==> src/rtl/sysid_checker_timeout.sv <==
// Loadable saturating down-counter; expired while the count sits at zero.
module sysid_checker_timeout #(
  parameter int W = 8
) (
  input  logic         clock,
  input  logic         reset,
  input  logic         clear,
  input  logic         load,
  input  logic [W-1:0] load_value,
  input  logic         en,
  output logic         expired
);
  logic [W-1:0] cnt;

  always_ff @(posedge clock or posedge reset) begin
    if (reset)                   cnt <= '0;
    else if (clear)              cnt <= '0;
    else if (load)               cnt <= load_value;
    else if (en && cnt != '0)    cnt <= cnt - 1'b1;
  end

  assign expired = (cnt == '0);
endmodule

==> config.mk <==
export PLATFORM = sky130hd
export DESIGN_NAME = sysid_checker_timeout
export DESIGN_NICKNAME = d
export VERILOG_FILES = /design/src/rtl/sysid_checker_timeout.sv
export SDC_FILE = /design/constraint.sdc
export NUM_CORES = 1
export LEC_CHECK = 0
export ABC_AREA = 0
export BUFFER_PORTS_ARGS = -buffer_cell sky130_fd_sc_hd__buf_2
export CAP_MARGIN = 20
export CORE_ASPECT_RATIO = 0.7
export CORE_MARGIN = 2
export CORE_UTILIZATION = 25
export CTS_CLUSTER_SIZE = 25
export DETAILED_ROUTE_END_ITERATION = 8
export SYNTH_ARGS = -nofsm -noshare
export SYNTH_HDL_FRONTEND = slang
export SYNTH_SLANG_ARGS = --single-unit
==> constraint.sdc <==
create_clock -name clock -period 2.1 [get_ports clock]
set_clock_uncertainty 0.1 [all_clocks]
set_input_delay 0.42 -clock clock [delete_from_list [all_inputs] [get_ports clock]]
set_output_delay 0.42 -clock clock [all_outputs]
set_load 0.1 [all_outputs]
==> impl_metrics.toml <==
[outcome]
outcome = "finished, violations left"
failed_checks = "negative hold slack"

[grt]
grt_usage_pct = 11.8
grt_start_max_net_pins = 18
global_route.peak_usage_layer = "met2"
grt_first_pass_wirelength_mm = 2.26
grt_util_met1_pct = 16.5
gr-usage-met3_pct = 5.37
overflow = 0
grt_antenna_before_repair = 0
use_met2_pct = 17.4
via_count_of_the_first_global_routing_pass = 525

[power_and_ir_drop]
power.total_uw = 464
ir_worst_vdd_uv = 226
leakage_power_uw = 0.000334
pwr_density_cell_nw_per_um2 = 643

[floorplanning]
design.core.area_um2 = 2140
die-width_um = 60.7
die_height_um = 43.7
die_outline_area_um2 = 2650
initial_standard_cell_utilization_of_the_core_pct = 26.3
ioPinCount = 14
rows = 14

[critical_path]
timing.critical_path.from_type = "register"
crit_path_max_fanout = 4
timing.setup.critical_path_class = "reg -> out"
timing.critical_path.required_ns = 1.58
worstPathArrival_ns = 1.55
end_kind = "primary output"
reg2regPathDepth = 7

[drt]
via_count = 518
drt-pass1-iter-count = 4
post-route-drc-count = 0
first_iter_violations = 11
routed_wire_length_per_instance_um = 12.2
totalWireLength_mm = 1.34
route.antenna.remaining_nets = 0
post_drt_via_cell_ratio = 4.75

[placed_design]
place.detailed.hpwl_mm = 1.03
placement.setup.worst_slack_ns = 0.179
gpl.final_weighted_congestion = 0.807
placed_instance_area_um2 = 692
io_buffer_count = 13

[cts]
cts_num_sinks = 8
post-cts-setup-buffers = 0
htree_levels = 1
tritoncts_clock_tree = "built"
post_cts.resized_instances = 1
hold_buffer_count_at_cts = 0
cts-buffers-inserted = 3
clk_pin_slew_ns = 0.06
clock-root-buffer = "sky130_fd_sc_hd__clkbuf_4"
max_root_sink_buffers = 2
worst_skew_pair.late_latency_ns = 0.26

[timing]
drv_slew = 0
setup-tns-final_ns = 0
layout_worst_path_cycle_share_pct = 98.4
worst-slew-pin-transition_ns = 0.318
report.final.hold_viol_count = 4
period_minus_slack_ns = 2.07
max_freq_mhz = 484
timing.final.ws_setup_ns = 0.0334
slew_headroom_pct = 78.8
final_report_setup_violation_count = 0
worst_hold_slack_ns = -0.00205

[yosys]
synth.net_count = 76
netlist.area_leader.share_pct = 35.6
fraction_of_the_mapped_netlist_area_in_adder_cells_pct = 4.44
ys_warn_count = 0
syn_area_um2 = 563
synth-simple-area-share_pct = 23.8
post-synth-top-area-cell = "sky130_fd_sc_hd__dfrtp_1"
synth_compound_area_share_pct = 23.3
seq_area_frac_synth_pct = 35.6
synth.top_cells.by_area = "sky130_fd_sc_hd__dfrtp_1, sky130_fd_sc_hd__nor2b_1, sky130_fd_sc_hd__a21oi_1, sky130_fd_sc_hd__inv_1, sky130_fd_sc_hd__o21a_1"
postSynthRegisterBits = 8
postSynth.asyncResetShare_pct = 100
synth-edff-count = 0
synth_flop_cell = "sky130_fd_sc_hd__dfrtp_1"
synth.lib_cells_used.distinct = 24
synth.avg_cell_area_um2 = 9.23
post_synth_inst_count = 61
muxShareOfSynthArea_pct = 0
synth_top_family_by_area = "simple AND/OR/NAND/NOR gates"
synth_xor_xnor_area_share_pct = 6.22

[final_layout]
multi_input_comb_area_um2 = 334
largest_register_ff_count = 8
registers.top_by_ff_count = "cnt"
areaGrowthSynthToFinish_pct = 28.2
seq_cell_area_um2 = 200
post-route-cell-area_um2 = 722
mostFrequentLayoutCell = "sky130_fd_sc_hd__buf_2"
diodes = 0
biggest_regs = "cnt (8)"
nFillCells = 243
final_layout_size_suffix_gt1_share_pct = 31.2
most_frequent_cells_in_the_layout = "sky130_fd_sc_hd__buf_2, sky130_fd_sc_hd__inv_1, sky130_fd_sc_hd__dfrtp_1"
final_nets = 94

[job]
drv_cap = 0

[worst_hold_path]
min-delay-path-class = "in -> async"
-- metal layers --
layer | wire (um) | vias up
li1 | - | 258
met1 | 687 | 243
met2 | 568 | 15
met3 | 71 | 2
met4 | 6 | 0
met5 | 0 | -
-- worst max-delay path, stage by stage, from the launching register on --
cell and delay [ns]:
sky130_fd_sc_hd__dfrtp_1 0.39, sky130_fd_sc_hd__inv_1 0.12, sky130_fd_sc_hd__ha_1 0.21, sky130_fd_sc_hd__nor2b_4 0.19
sky130_fd_sc_hd__and3_2 0.22, sky130_fd_sc_hd__buf_12 0.17
-- cell usage after synthesis (all sizes together) (2+ instances only) --
| cell type | count |
|---|---|
| xor2 | 3 |
| nand2 | 2 |
| nor4 | 4 |
| inv | 8 |
| o21a | 4 |
| nor3 | 4 |
| nor2b | 5 |
| clkbuf | 2 |
| dfrtp | 8 |
| a21oi | 6 |
| a211oi | 2 |
| ha | 2 |
-- cell families after synthesis --
| group | after synthesis |
|---|---|
| xor gates and xnor gates | 4 |
| buffers and inverters | 10 |
| AOI/OAI and AO/OA | 18 |
| adders and majority gates | 2 |
| DFF | 8 |
| and+or+nand+nor | 19 |
-- path summary, 6_finish.rpt --
path	from	endpoint	slack [ns]
min in group clock	load_value[0]	cnt[0]$_DFFE_PP0P_	0.28
max reg2reg	cnt[0]$_DFFE_PP0P_	cnt[5]$_DFFE_PP0P_	0.25
max	cnt[0]$_DFFE_PP0P_	expired	0.03
min	reset	cnt[4]$_DFFE_PP0P_	-0.002
min reg2reg	cnt[6]$_DFFE_PP0P_	cnt[6]$_DFFE_PP0P_	0.61
max in group asynchronous	reset	cnt[0]$_DFFE_PP0P_	1.65
-- cell type report --
cell class / count / share of cell area, %
tap: 32 / 5.55
inverter: 8 / 4.16
multi-input combinational: 43 / 46.3
clock buffer: 3 / 3.12
sequential: 8 / 27.7
timing repair buffer: 15 / 13.2
-- metrics by stage --
stage / util, % / std cells
after floorplan: - / 61
after global placement: 32.4 / 106
after detailed placement: 32.4 / 106
after CTS: 33.5 / 109
after global routing: 33.8 / 109
final: 33.8 / 109
-- power breakdown --
part	internal (uW)	leakage, uW	switching (uW)
clock network	65.5	0.0000138	53.9
registers	168	0.000104	19.3
logic	73.2	0.000216	84.7
total	306	0.000334	158
No activity file was read; power rests on OpenSTA's default activity.
